File: src/rtl/cpu_pkg.sv
// Shared constants for the 16-bit pipeline: ALU op codes, forwarding selects,
// default widths and the EX-stage FSM state type.
package cpu_pkg;

    localparam int DATA_W = 16;
    localparam int REG_AW = 4;

    localparam logic [3:0] OP_ADD   = 4'h0;
    localparam logic [3:0] OP_SUB   = 4'h1;
    localparam logic [3:0] OP_AND   = 4'h2;
    localparam logic [3:0] OP_OR    = 4'h3;
    localparam logic [3:0] OP_XOR   = 4'h4;
    localparam logic [3:0] OP_SLL   = 4'h5;
    localparam logic [3:0] OP_SRL   = 4'h6;
    localparam logic [3:0] OP_SRA   = 4'h7;
    localparam logic [3:0] OP_SLT   = 4'h8;
    localparam logic [3:0] OP_SLTU  = 4'h9;
    localparam logic [3:0] OP_PASSB = 4'hA;
    localparam logic [3:0] OP_MUL   = 4'hB;

    localparam logic [1:0] FWD_REG   = 2'b00;
    localparam logic [1:0] FWD_EXMEM = 2'b10;
    localparam logic [1:0] FWD_MEMWB = 2'b01;

    typedef enum logic {
        ST_IDLE = 1'b0,
        ST_MUL  = 1'b1
    } ex_state_e;

endpackage

File: src/rtl/alu16.sv
// Single-cycle combinational ALU for ops 0-A; every other code yields zero
// (MUL is handled by the sequential multiplier in ex_stage).
module alu16
    import cpu_pkg::*;
#(
    parameter int W = DATA_W
) (
    input  logic [3:0]   op,
    input  logic [W-1:0] a,
    input  logic [W-1:0] b,
    output logic [W-1:0] y
);

    logic [3:0] shamt;
    assign shamt = b[3:0];

    always_comb begin
        y = '0;
        case (op)
            OP_ADD:   y = a + b;
            OP_SUB:   y = a - b;
            OP_AND:   y = a & b;
            OP_OR:    y = a | b;
            OP_XOR:   y = a ^ b;
            OP_SLL:   y = a << shamt;
            OP_SRL:   y = a >> shamt;
            OP_SRA:   y = W'($signed(a) >>> shamt);
            OP_SLT:   y = {{(W-1){1'b0}}, ($signed(a) < $signed(b))};
            OP_SLTU:  y = {{(W-1){1'b0}}, (a < b)};
            OP_PASSB: y = b;
            default:  y = '0;
        endcase
    end

endmodule

File: src/rtl/ex_stage.sv
// Execute stage: operand forwarding muxes, single-cycle ALU, DATA_W-step
// shift-add multiplier FSM, and the EX/MEM pipeline register.
module ex_stage
    import cpu_pkg::*;
#(
    parameter int DATA_W = cpu_pkg::DATA_W,
    parameter int REG_AW = cpu_pkg::REG_AW
) (
    input  logic              clk,
    input  logic              rst_n,
    input  logic              idex_valid,
    input  logic [3:0]        idex_alu_op,
    input  logic [DATA_W-1:0] idex_rs1_data,
    input  logic [DATA_W-1:0] idex_rs2_data,
    input  logic [DATA_W-1:0] idex_imm,
    input  logic              idex_use_imm,
    input  logic [REG_AW-1:0] idex_rd,
    input  logic              idex_reg_write,
    input  logic              idex_mem_read,
    input  logic              idex_mem_write,
    input  logic [1:0]        forward_a,
    input  logic [1:0]        forward_b,
    input  logic [DATA_W-1:0] exmem_fwd_data,
    input  logic [DATA_W-1:0] memwb_fwd_data,
    input  logic              flush,
    input  logic              mem_stall,
    output logic              ex_busy,
    output logic              exmem_valid,
    output logic [DATA_W-1:0] exmem_alu_result,
    output logic [DATA_W-1:0] exmem_store_data,
    output logic [REG_AW-1:0] exmem_rd,
    output logic              exmem_reg_write,
    output logic              exmem_mem_read,
    output logic              exmem_mem_write,
    output logic              exmem_zero
);

    localparam int CNT_W = $clog2(DATA_W);
    localparam logic [CNT_W-1:0] CNT_LAST = CNT_W'(DATA_W - 1);

    // Valid/ready contract: EX accepts ID/EX whenever ex_busy is low and mem_stall
    // is low; while ex_busy is high the upstream must hold ID/EX unchanged.

    logic [DATA_W-1:0] op_a, fwd_b, op_b, alu_y;

    always_comb begin
        case (forward_a)
            FWD_EXMEM: op_a = exmem_fwd_data;
            FWD_MEMWB: op_a = memwb_fwd_data;
            default:   op_a = idex_rs1_data;
        endcase
        case (forward_b)
            FWD_EXMEM: fwd_b = exmem_fwd_data;
            FWD_MEMWB: fwd_b = memwb_fwd_data;
            default:   fwd_b = idex_rs2_data;
        endcase
        op_b = idex_use_imm ? idex_imm : fwd_b;
    end

    alu16 #(.W(DATA_W)) u_alu (
        .op (idex_alu_op),
        .a  (op_a),
        .b  (op_b),
        .y  (alu_y)
    );

    ex_state_e         state_q, state_d;
    logic [CNT_W-1:0]  cnt_q, cnt_d;
    logic [DATA_W-1:0] mcand_q, mcand_d, mplier_q, mplier_d, acc_q, acc_d;
    logic [DATA_W-1:0] m_store_q, m_store_d;
    logic [REG_AW-1:0] m_rd_q, m_rd_d;
    logic              m_rw_q, m_rw_d, m_mr_q, m_mr_d, m_mw_q, m_mw_d;

    logic              ex_valid_q, ex_valid_d, ex_rw_q, ex_rw_d;
    logic              ex_mr_q, ex_mr_d, ex_mw_q, ex_mw_d, ex_zero_q, ex_zero_d;
    logic [DATA_W-1:0] ex_result_q, ex_result_d, ex_store_q, ex_store_d;
    logic [REG_AW-1:0] ex_rd_q, ex_rd_d;

    logic              busy, is_launch, ld_en, ld_live, ld_rw, ld_mr, ld_mw;
    logic [DATA_W-1:0] ld_result, ld_store, step_acc;
    logic [REG_AW-1:0] ld_rd;

    always_comb begin
        state_d   = state_q;
        cnt_d     = cnt_q;
        mcand_d   = mcand_q;
        mplier_d  = mplier_q;
        acc_d     = acc_q;
        m_store_d = m_store_q;
        m_rd_d    = m_rd_q;
        m_rw_d    = m_rw_q;
        m_mr_d    = m_mr_q;
        m_mw_d    = m_mw_q;
        busy      = 1'b0;
        ld_en     = 1'b0;
        ld_live   = 1'b0;
        ld_result = '0;
        ld_store  = '0;
        ld_rd     = '0;
        ld_rw     = 1'b0;
        ld_mr     = 1'b0;
        ld_mw     = 1'b0;
        step_acc  = acc_q + (mplier_q[0] ? mcand_q : '0);
        is_launch = (state_q == ST_IDLE) && idex_valid && (idex_alu_op == OP_MUL);

        if (flush) begin
            ld_en   = 1'b1;
            state_d = ST_IDLE;
            cnt_d   = '0;
        end else begin
            if (is_launch) begin
                busy = 1'b1;
            end else if (state_q == ST_MUL) begin
                busy = (cnt_q != CNT_LAST);
            end

            if (!mem_stall) begin
                ld_en = 1'b1;
                case (state_q)
                    ST_IDLE: begin
                        if (is_launch) begin
                            state_d   = ST_MUL;
                            cnt_d     = '0;
                            acc_d     = '0;
                            mcand_d   = op_a;
                            mplier_d  = op_b;
                            m_store_d = fwd_b;
                            m_rd_d    = idex_rd;
                            m_rw_d    = idex_reg_write;
                            m_mr_d    = idex_mem_read;
                            m_mw_d    = idex_mem_write;
                        end else if (idex_valid) begin
                            ld_live   = 1'b1;
                            ld_result = alu_y;
                            ld_store  = fwd_b;
                            ld_rd     = idex_rd;
                            ld_rw     = idex_reg_write;
                            ld_mr     = idex_mem_read;
                            ld_mw     = idex_mem_write;
                        end
                    end
                    ST_MUL: begin
                        acc_d    = step_acc;
                        mcand_d  = mcand_q << 1;
                        mplier_d = mplier_q >> 1;
                        cnt_d    = cnt_q + 1'b1;
                        if (cnt_q == CNT_LAST) begin
                            state_d   = ST_IDLE;
                            cnt_d     = '0;
                            ld_live   = 1'b1;
                            ld_result = step_acc;
                            ld_store  = m_store_q;
                            ld_rd     = m_rd_q;
                            ld_rw     = m_rw_q;
                            ld_mr     = m_mr_q;
                            ld_mw     = m_mw_q;
                        end
                    end
                    default: state_d = ST_IDLE;
                endcase
            end
        end
    end

    // Bubbles clear the whole record so a dead slot can never look like a result.
    always_comb begin
        ex_valid_d  = ex_valid_q;
        ex_result_d = ex_result_q;
        ex_store_d  = ex_store_q;
        ex_rd_d     = ex_rd_q;
        ex_rw_d     = ex_rw_q;
        ex_mr_d     = ex_mr_q;
        ex_mw_d     = ex_mw_q;
        ex_zero_d   = ex_zero_q;
        if (ld_en) begin
            ex_valid_d  = ld_live;
            ex_result_d = ld_result;
            ex_store_d  = ld_store;
            ex_rd_d     = ld_rd;
            ex_rw_d     = ld_rw;
            ex_mr_d     = ld_mr;
            ex_mw_d     = ld_mw;
            ex_zero_d   = ld_live && (ld_result == '0);
        end
    end

    always_ff @(posedge clk or negedge rst_n) begin
        if (!rst_n) begin
            state_q     <= ST_IDLE;
            cnt_q       <= '0;
            mcand_q     <= '0;
            mplier_q    <= '0;
            acc_q       <= '0;
            m_store_q   <= '0;
            m_rd_q      <= '0;
            m_rw_q      <= 1'b0;
            m_mr_q      <= 1'b0;
            m_mw_q      <= 1'b0;
            ex_valid_q  <= 1'b0;
            ex_result_q <= '0;
            ex_store_q  <= '0;
            ex_rd_q     <= '0;
            ex_rw_q     <= 1'b0;
            ex_mr_q     <= 1'b0;
            ex_mw_q     <= 1'b0;
            ex_zero_q   <= 1'b0;
        end else begin
            state_q     <= state_d;
            cnt_q       <= cnt_d;
            mcand_q     <= mcand_d;
            mplier_q    <= mplier_d;
            acc_q       <= acc_d;
            m_store_q   <= m_store_d;
            m_rd_q      <= m_rd_d;
            m_rw_q      <= m_rw_d;
            m_mr_q      <= m_mr_d;
            m_mw_q      <= m_mw_d;
            ex_valid_q  <= ex_valid_d;
            ex_result_q <= ex_result_d;
            ex_store_q  <= ex_store_d;
            ex_rd_q     <= ex_rd_d;
            ex_rw_q     <= ex_rw_d;
            ex_mr_q     <= ex_mr_d;
            ex_mw_q     <= ex_mw_d;
            ex_zero_q   <= ex_zero_d;
        end
    end

    // A launch decode during reset must not leak out as a busy request.
    assign ex_busy          = busy & rst_n;
    assign exmem_valid      = ex_valid_q;
    assign exmem_alu_result = ex_result_q;
    assign exmem_store_data = ex_store_q;
    assign exmem_rd         = ex_rd_q;
    assign exmem_reg_write  = ex_rw_q;
    assign exmem_mem_read   = ex_mr_q;
    assign exmem_mem_write  = ex_mw_q;
    assign exmem_zero       = ex_zero_q;

endmodule

File: config.mk
export PLATFORM = sky130hd
export DESIGN_NAME = ex_stage
export DESIGN_NICKNAME = d
export VERILOG_FILES = /design/src/rtl/cpu_pkg.sv /design/src/rtl/alu16.sv /design/src/rtl/ex_stage.sv
export SDC_FILE = /design/constraint.sdc
export NUM_CORES = 1
export LEC_CHECK = 0
export CELL_PAD_IN_SITES_DETAIL_PLACEMENT = 0
export CELL_PAD_IN_SITES_GLOBAL_PLACEMENT = 2
export CORE_MARGIN = 4
export CORE_UTILIZATION = 33
export CTS_CLUSTER_SIZE = 30
export DETAILED_ROUTE_END_ITERATION = 8
export PLACE_DENSITY = 0.92
export SETUP_SLACK_MARGIN = 0.4
export SLEW_MARGIN = 20
export SYNTH_ARGS = -nofsm -noshare
export SYNTH_HDL_FRONTEND = slang
export SYNTH_SLANG_ARGS = --single-unit
File: constraint.sdc
create_clock -name clk -period 4.6 [get_ports clk]
set_input_delay 0.92 -clock clk [delete_from_list [all_inputs] [get_ports clk]]
set_output_delay 0.92 -clock clk [all_outputs]
set_load 0.005 [all_outputs]
Word level (Yosys, flattened, before mapping)

Cells that the tools add are included.
Widths: inputs -> output; s select.

Logic and storage cells: 130
Memory bits (read-only): 0
Bits in registers: 117
Memories kept: 0
Memory bits (writable): 0
Bits in latches: 0
Input port bits: 101

Reductions and logical operators: 8
$lt $le $gt $ge: 2
Muxes and demuxes: 68
Shift-type cells: 3
$mul: 0
Div/mod/pow operators: 0
Add/sub/neg operators: 4
Bitwise operators: 7
Equality and inequality tests: 20

Operators by type and width:

| kind                | count |
|---|---|
| $mux 16             | 15 |
| $pmux 16 s2         | 7 |
| $pmux 16 s11        | 1 |
| $mux 4              | 9 |
| $add 16x16->16      | 2 |
| $lt 16x16->1        | 2 |
| $mux 1              | 29 |
| $eq 4x4->1 const B  | 5 |
| $and 16x16->16      | 1 |
| $eq 4x3->1 const B  | 4 |
| $logic_not 16->1    | 1 |
| $or 16x16->16       | 1 |
| $pmux 4 s2          | 2 |
| $shl 16x4->16       | 1 |
| $shr 16x4->16       | 1 |
| $sshr 16x4->16      | 1 |
| $sub 16x16->16      | 1 |
| $xor 16x16->16      | 1 |
| $pmux 1 s2          | 5 |
| $eq 4x2->1 const B  | 2 |
| $add 4x1->4 const B | 1 |
| $eq 2x1->1 const B  | 2 |
| $eq 2x2->1 const B  | 2 |
| $eq 4x1->1 const B  | 1 |
| 10 further kinds    | 15 |

Logic depth before layout (Yosys ltp)

Gate-level depths: netlist of run 1.

Word-level depth: 12
Depth in mapped cells: 22
Gate-level depth less buffers: 18

Modules after synthesis

A second synthesis of run 1 with hierarchy kept.

Cells, all modules: 1379
Area, all modules: 10846.7 µm²

By module, submodules not included:

| module   | area an instance (µm²) | instances | cells an instance | seq. area each (µm²) |
|---|---|---|---|---|
| ex_stage | 6770.2                 | 1         | 775               | 2927.8 |
| alu16    | 4076.4                 | 1         | 604               | 0.0 |

Least setup slack after synthesis of run 1

Ideal clock, no wire load.

Path kind: in2reg
Start point: input port forward_b[0]
End point: register ex_zero_q, in the netlist exmem_zero
Arrival time: 5.413 ns
Slack: -0.916 ns
Cell stages on the path: 19
Cell sequence: inv_1 ha_1 or2_4 o221ai_4 buf_2 buf_1 ha_1 clkbuf_1 o21a_1 o31a_1 o32a_1 a21boi_0 xnor2_1 o22ai_1 o41ai_1 a21oi_1 or2_2 or4_1 o41ai_2

Cells in the longest elaborated chain, start to end: 12
Elaborated cells between the ends (all ways): 22
Classes of those cells: add/sub (2); order compare (2); eq/ne (2); shift (3); mux (8); bitwise (3); reduce/logical (2)

Ends and longest elaborated chain:

| item                                     | line            | RTL |
|---|---|---|
| start: declaration                       | ex_stage.sv:22  | `input logic [1:0] forward_b,` |
| $eq 2x1->1 or $eq 2x2->1 (tied branches) | ex_stage.sv:52  | `case (forward_b)` |
| $pmux 16 s2 (*)                          | ex_stage.sv:52  |  |
| $mux 16 (*)                              | ex_stage.sv:57  | `op_b = idex_use_imm ? idex_imm : fwd_b;` |
| $sub 16x16->16 (tied with other cells)   | alu16.sv:21     | `OP_SUB: y = a - b;` |
| $pmux 16 s11 (*)                         | alu16.sv:19     | `case (op)` |
| $mux 16 (*)                              | ex_stage.sv:132 | `end else if (idex_valid) begin` |
| $mux 16 (*)                              | ex_stage.sv:121 | `if (is_launch) begin` |
| $pmux 16 s2 (*)                          | ex_stage.sv:119 | `case (state_q)` |
| $mux 16 (*)                              | ex_stage.sv:117 | `if (!mem_stall) begin` |
| $mux 16 (*)                              | ex_stage.sv:106 | `if (flush) begin` |
| $logic_not 16->1 (*)                     | ex_stage.sv:183 | `ex_zero_d = ld_live && (ld_result == '0);` |
| $logic_and 1x1->1 (*)                    | ex_stage.sv:183 |  |
| end signal: assignment                   | ex_stage.sv:225 | `ex_zero_q <= ex_zero_d;` |
| end: declaration                         | ex_stage.sv:75  | `logic ex_mr_q, ex_mr_d, ex_mw_q, ex_mw_d, ex_zero_q, ex_zero_d;` |

Mark *: on every way between the ends. The rest lies on a longest branch, timed or not.
A chain may end at the register's enable or synchronous reset.

Worst setup path after layout of run 1

Start point: input port forward_b[0]
End point: register ex_result_q[11], in the netlist exmem_alu_result[11]

Cells in the longest elaborated chain, start to end: 10
Elaborated cells between the ends (all ways): 18
Classes of those cells: add/sub (2); eq/ne (2); shift (3); mux (8); bitwise (3)

Ends and longest elaborated chain:

| item                                     | line            | RTL |
|---|---|---|
| $eq 2x1->1 or $eq 2x2->1 (tied branches) | ex_stage.sv:52  |  |
| $pmux 16 s2 (*)                          | ex_stage.sv:52  |  |
| $mux 16 (*)                              | ex_stage.sv:57  |  |
| $sub 16x16->16 (tied with other cells)   | alu16.sv:21     |  |
| $pmux 16 s11 (*)                         | alu16.sv:19     |  |
| $mux 16 (*)                              | ex_stage.sv:132 |  |
| $mux 16 (*)                              | ex_stage.sv:121 |  |
| $pmux 16 s2 (*)                          | ex_stage.sv:119 |  |
| $mux 16 (*)                              | ex_stage.sv:117 |  |
| $mux 16 (*)                              | ex_stage.sv:106 |  |
| end signal: assignment                   | ex_stage.sv:219 | `ex_result_q <= ex_result_d;` |
| end: declaration                         | ex_stage.sv:76  | `logic [DATA_W-1:0] ex_result_q, ex_result_d, ex_store_q, ex_store_d;` |

Marks and branches as above.

==> flow_metrics.env, run 1 <==
export IMPL_outcome="finished with violations"
export IMPL_failed_checks="negative setup slack"
export IMPL_timing_rr_start="mplier_q[0]"
export IMPL_port_buffers=142
export IMPL_synth_top_area_share=0.274
export IMPL_r2r_cells=14
export IMPL_ys_ff_latch=117
export IMPL_synthArstFlopShare=1.00
export IMPL_worstHoldPathType="reg2reg"
export IMPL_viasPerCell=5.72
export IMPL_syn_area_sq_um=10700
export IMPL_grt_pass1_vias=12525
export IMPL_p_per_area_nw_per_um2=298
export IMPL_cpMostUsedCell="buf_6"
export IMPL_clockBufferDepth=2
export IMPL_ys_warn_count=0
export IMPL_hold_depth=2
export IMPL_nets=1947
export IMPL_final_max_slew_viol_count=0
export IMPL_vias=12680
export IMPL_worstPathMaxFanout=9
export IMPL_post_route_period_util=1.04
export IMPL_dp_hpwl_microns=37700
export IMPL_syn2layout_area_growth_pct=53.1
export IMPL_drive_above_1_share=0.296
export IMPL_worst_slew_pin_slew_ps=1090
export IMPL_relSlewSlack=0.272
export IMPL_die_h_microns=188
export IMPL_critPathBufInv=13
export IMPL_die_area_sq_um=35400
export IMPL_max_stage_delay_ps=440
export IMPL_fin_crit_ps=4770
export IMPL_crit_family="buffers and inverters"
export IMPL_ys_seq_area_frac=0.274
export IMPL_grt_pass1_wl_microns=73800
export IMPL_setup_slack_ps=-166
export IMPL_grt_start_max_net_pins=68
export IMPL_grt_usage=0.263
export IMPL_n_fill_cell=2970
export IMPL_ys_flop_type="dfrtp_1"
export IMPL_setup_viol=3
export IMPL_hold_path_end="acc_q[3]"
export IMPL_utilization=0.515
export IMPL_mostFrequentLayoutCells="buf_4 (318), nand2_1 (167), clkdlybuf4s50_1 (135), o21ai_0 (129), nor2_1 (119)"
export IMPL_hold_viol=0
export IMPL_row_count=65
export IMPL_n_antenna_cell=0
export IMPL_gp_congestion=1.09
export IMPL_finalPower_w=0.00487
export IMPL_yosys_top_cells_area="dfrtp_1 (27%), ha_1 (8.7%), o21ai_0 (6.9%), nand2_1 (5.9%), mux2i_1 (4.9%)"
export IMPL_grt_ovfl_total=0
export IMPL_maxCapViolCount=0
export IMPL_final_antenna_net_count=0
export IMPL_cp_required_ps=4910
export IMPL_drtPass1Iterations=6
export IMPL_drt_iter0_drc=1339
export IMPL_r2r_slack_ps=230
export IMPL_finClkSkew_ps=13.5
export IMPL_clk_pin_slew_ps=60
export IMPL_slowest_stage="o41ai_4"
export IMPL_cts_root_buf="clkbuf_16"
export IMPL_leakage_nw=7.42
export IMPL_fmax_mhz=210
export IMPL_die_w_microns=188
export IMPL_end_kind="flop"
export IMPL_ctsHoldBuffers=0
export IMPL_synth_nets=1534
export IMPL_cts_tree="yes"
export IMPL_core_sq_um=31800
export IMPL_initial_core_util=0.336
export IMPL_syn_inst=1356
export IMPL_drc=0
export IMPL_cp_start_kind="primary input"
export IMPL_ios=143
export IMPL_final_area_sq_um=16400
export IMPL_antenna_found_initial=4
export IMPL_fin_cells=2217
export IMPL_postRouteWirelength_microns=48100
export IMPL_dp_slack_ps=-1140
export IMPL_critPathKind="in2reg"
export IMPL_r2r_end="exmem_zero"
export IMPL_cts_buffers=17
export IMPL_yosysTopAreaCell="dfrtp_1"
export IMPL_dp_cells=2146
export IMPL_min_from="acc_q[3]"
export IMPL_synth_edf_count=0
export IMPL_placed_cell_area_sq_um=14900
export IMPL_arrival_ps=5080
export IMPL_peakVddDrop_uv=218
export IMPL_htreeDepth=4
export IMPL_wl_per_cell_microns=21.7
export IMPL_yosysUniqueCellTypes=81
export IMPL_final_common_cell="buf_4"
export IMPL_rsz0062_at_grt="yes"
export IMPL_insertion_delay_ps=430
export IMPL_avgSynthCellArea_sq_um=7.89
export IMPL_clock_sinks=117
through the flow:
stage,hold slack (ps),TNS (ps)
finish,474,-355
global route,493,-654
CTS,479,-350
detailed placement,467,-6820
global placement,460,-6250
floorplan,445,-288
worst max-delay path by stage:
stage                 startpoint                    to  slack, ps  depth (start not counted)
global route        forward_b[0]  exmem_alu_result[11]       -260                         27
floorplan           forward_b[0]            exmem_zero       -290                         21
detailed placement  forward_b[0]            exmem_zero      -1140                         20
CTS                 forward_b[0]            exmem_zero       -180                         19
global placement    forward_b[0]            exmem_zero      -1110                         19
finish              forward_b[0]  exmem_alu_result[11]       -170                         26
what timing repair did:
item,CTS,global route
setup endpoints to repair,16,10
pin swaps,51,35
gates resized for setup,93,50
buffers inserted,31,8
logic make-up (layout without fill, tap and decap cells):
family,after synthesis,in the layout,share of synthesized area
AOI/OAI and AO/OA,494,494,0.308
and+or+nand+nor,420,420,0.177
buffers and inverters,151,577,0.0600
DFF,117,117,0.274
adders and majority gates,77,77,0.0921
muxes,66,66,0.0636
xor gates and xnor gates,31,31,0.0254
registers in the layout, indices dropped and copies added, names as in the netlist, 4 cells and up:
signal            cells
exmem_rd              4
mplier_q             16
exmem_store_data     16
acc_q                16
cnt_q                 4
m_rd_q                4
m_store_q            16
exmem_alu_result     16
mcand_q              16
report_power, final:
part	total [W]	switching, W	internal, W
logic	0.00231	0.00120	0.00111
clock network	0.00136	0.000495	0.000868
registers	0.00120	0.0000697	0.00113
total	0.00487	0.00176	0.00311
final cells by class:
type | count | area, sq um | area share
Timing Repair Buffer | 490 | 4210 | 0.257
Multi-Input combinational cell | 1088 | 7860 | 0.480
Tap cell | 435 | 544 | 0.0332
Sequential cell | 117 | 2930 | 0.179
Clock buffer | 21 | 450 | 0.0275
Clock inverter | 11 | 149 | 0.00909
Inverter | 55 | 233 | 0.0142
worst min-delay path, cell delays in order (launching register included):
cell	delay, ps
dfrtp_1	350
nand2_1	50
nand2_1	50
metal layers:
layer  share of wire  global-route usage  up-vias
met4           0.043               0.104        8
li1                -                   -     5804
met3           0.084              0.0504      145
met1            0.42               0.353     6091
met2            0.45               0.419      632
met5          0.0011                   0        -
cell usage after synthesis, drive strengths merged (6+ instances only):
cell / number
a221o: 29
xnor2: 19
nand3: 19
and2: 18
a211oi: 23
o21a: 6
a21o: 16
ha: 74
a31oi: 10
nor2: 120
a221oi: 12
nor3b: 6
nand2b: 18
o211ai: 14
o32ai: 7
nor4: 6
o221ai: 9
dfrtp: 117
or3: 6
a21oi: 97
a22oi: 11
mux2: 13
mux2i: 53
o22ai: 15
nor3: 22
buf: 32
xor2: 12
o31ai: 7
inv: 53
nand2: 168
a22o: 24
o21ai: 166
clkbuf: 64
nor2b: 9
(Power assumes the default switching activity.)
==> inputs of run 2 (changes only) <==
Settings changed: CTS_CLUSTER_SIZE 30 to 10.
==> results of run 2 <==
The final DEF is identical to that of run 1; final timing and power are the same.
==> inputs of run 3 (changes only) <==
Settings changed: CORE_MARGIN 4 to not set.
==> run 3 against run 2 <==
The run ends with design-rule violations left; die area fell by 6.3%; count of clock-buffer cells in the layout fell by 4; non-clock buffer count rose by 21; largest cell class unchanged; largest power group unchanged; setup slack improved by 220 ps.
==> flow_metrics.env, run 3 (synthesized netlist as in run 1, its figures left out) <==
export IMPL_rsz0062_at_grt="yes"
export IMPL_drtPass1Iterations=8
export IMPL_cts_tree="yes"
export IMPL_viasPerCell=5.77
export IMPL_multi_input_area_sq_um=7990
export IMPL_fin_crit_ps=4540
export IMPL_clock_sinks=117
export IMPL_row_count=65
export IMPL_hold_viol=0
export IMPL_die_area_sq_um=33100
export IMPL_wl_per_cell_microns=22.1
export IMPL_die_h_microns=182
export IMPL_setup_slack_ps=55.1
export IMPL_grt_start_max_net_pins=70
export IMPL_outcome="finished with violations"
export IMPL_end_kind="flop"
export IMPL_clockBufferDepth=2
export IMPL_die_w_microns=182
export IMPL_dp_hpwl_microns=37600
export IMPL_fin_cells=2206
export IMPL_leakage_nw=7.51
export IMPL_antenna_found_initial=1
export IMPL_worst_slew_pin_slew_ps=1240
export IMPL_insertion_delay_ps=430
export IMPL_maxCapViolCount=0
export IMPL_core_sq_um=31700
export IMPL_setup_viol=0
export IMPL_final_max_slew_viol_count=0
export IMPL_post_route_period_util=0.988
export IMPL_grt_ovfl_total=0
export IMPL_final_antenna_net_count=0
export IMPL_drive_above_1_share=0.314
export IMPL_postRouteWirelength_microns=48700
export IMPL_port_buffers=142
export IMPL_vias=12728
export IMPL_worstPathMaxFanout=3
export IMPL_mostFrequentLayoutCells="buf_4 (342), nand2_1 (167), clkdlybuf4s50_1 (131), o21ai_0 (126), nor2_1 (119)"
export IMPL_fmax_mhz=220
export IMPL_grt_pass1_vias=12267
export IMPL_dp_cells=2122
export IMPL_final_common_cell="buf_4"
export IMPL_seqCellArea_sq_um=2930
export IMPL_worstHoldPathType="reg2reg"
export IMPL_p_per_area_nw_per_um2=297
export IMPL_htreeDepth=4
export IMPL_peakVddDrop_uv=250
export IMPL_drc=2
export IMPL_finClkSkew_ps=13.8
export IMPL_grt_pass1_wl_microns=72400
export IMPL_relSlewSlack=0.171
export IMPL_grt_usage=0.287
export IMPL_utilization=0.523
export IMPL_syn2layout_area_growth_pct=54.9
export IMPL_n_fill_cell=2944
export IMPL_cts_root_buf="clkbuf_16"
export IMPL_ios=143
export IMPL_cp_start_kind="primary input"
export IMPL_gp_congestion=1.09
export IMPL_dp_slack_ps=-1100
export IMPL_hold_depth=2
export IMPL_critPathKind="in2reg"
export IMPL_ctsHoldBuffers=0
export IMPL_arrival_ps=4870
export IMPL_drt_iter0_drc=1662
export IMPL_nets=1968
export IMPL_r2r_cells=14
export IMPL_failed_checks="design-rule violations"
export IMPL_clk_pin_slew_ps=70
export IMPL_cts_buffers=17
export IMPL_cp_required_ps=4920
export IMPL_initial_core_util=0.337
run 3: final timing paths:
path	from	to	slack [ps]
hold / removal	exmem_rd[1]	exmem_rd[1]	480
setup / recovery	exmem_fwd_data[15]	exmem_zero	60
min in group asynchronous	rst_n	cnt_q[3]	620
setup reg to reg	mplier_q[0]	exmem_zero	460
hold reg to reg	exmem_rd[1]	exmem_rd[1]	480
max in group asynchronous	rst_n	state_q	2560
run 3: per-layer routing:
metal | share of wire | routed length [microns] | vias up | track usage
li1 | - | - | 5841 | -
met1 | 0.42 | 20600 | 6094 | 0.385
met2 | 0.45 | 21900 | 636 | 0.446
met3 | 0.077 | 3770 | 157 | 0.0503
met4 | 0.051 | 2500 | 0 | 0.138
met5 | 0 | 0 | - | 0
run 3: timing repair:
action / CTS / global route
buffers inserted: 40 / 10
endpoints found under the setup margin: 15 / 7
gates cloned: 1 / 0
resized for setup: 105 / 70
pin swaps: 57 / 49
run 3: cell type report:
type                            count  area share
Multi-Input combinational cell   1088       0.482
Timing Repair Buffer              511       0.262
Sequential cell                   117       0.177
Tap cell                          402      0.0303
Clock buffer                       17      0.0257
Inverter                           55      0.0138
Clock inverter                     15     0.00944
Antenna cell                        1    0.000151
run 3: power breakdown:
part           switching (W)  leakage, nW  internal [W]  total [W]
Clock               0.000607        0.281      0.000725    0.00133
Sequential         0.0000691         1.58       0.00113    0.00120
Combinational        0.00124         5.65       0.00116    0.00239
run 3: stage by stage:
step	total power, W	TNS [ps]	cell area, sq um	hold slack, ps
after floorplan	0.00225	-288	11000	445
after global placement	0.00323	-6370	14900	459
after detailed placement	0.00326	-7210	14900	465
after CTS	0.00476	-70.6	16100	480
after global routing	0.00513	-72.8	16600	495
final	0.00492	0	16600	477
run 3: worst max-delay path: stages:
cell	delay, ps
clkdlybuf4s50_1	440
a221o_1	420
o21ai_0	150
buf_4	190
o21ai_0	90
buf_4	160
ha_1	330
nor3_1	70
a211oi_1	270
a2111oi_2	110
a311o_1	360
nor3_2	170
buf_4	160
a211o_1	140
nand4_1	100
or4_4	560
o41ai_2	220
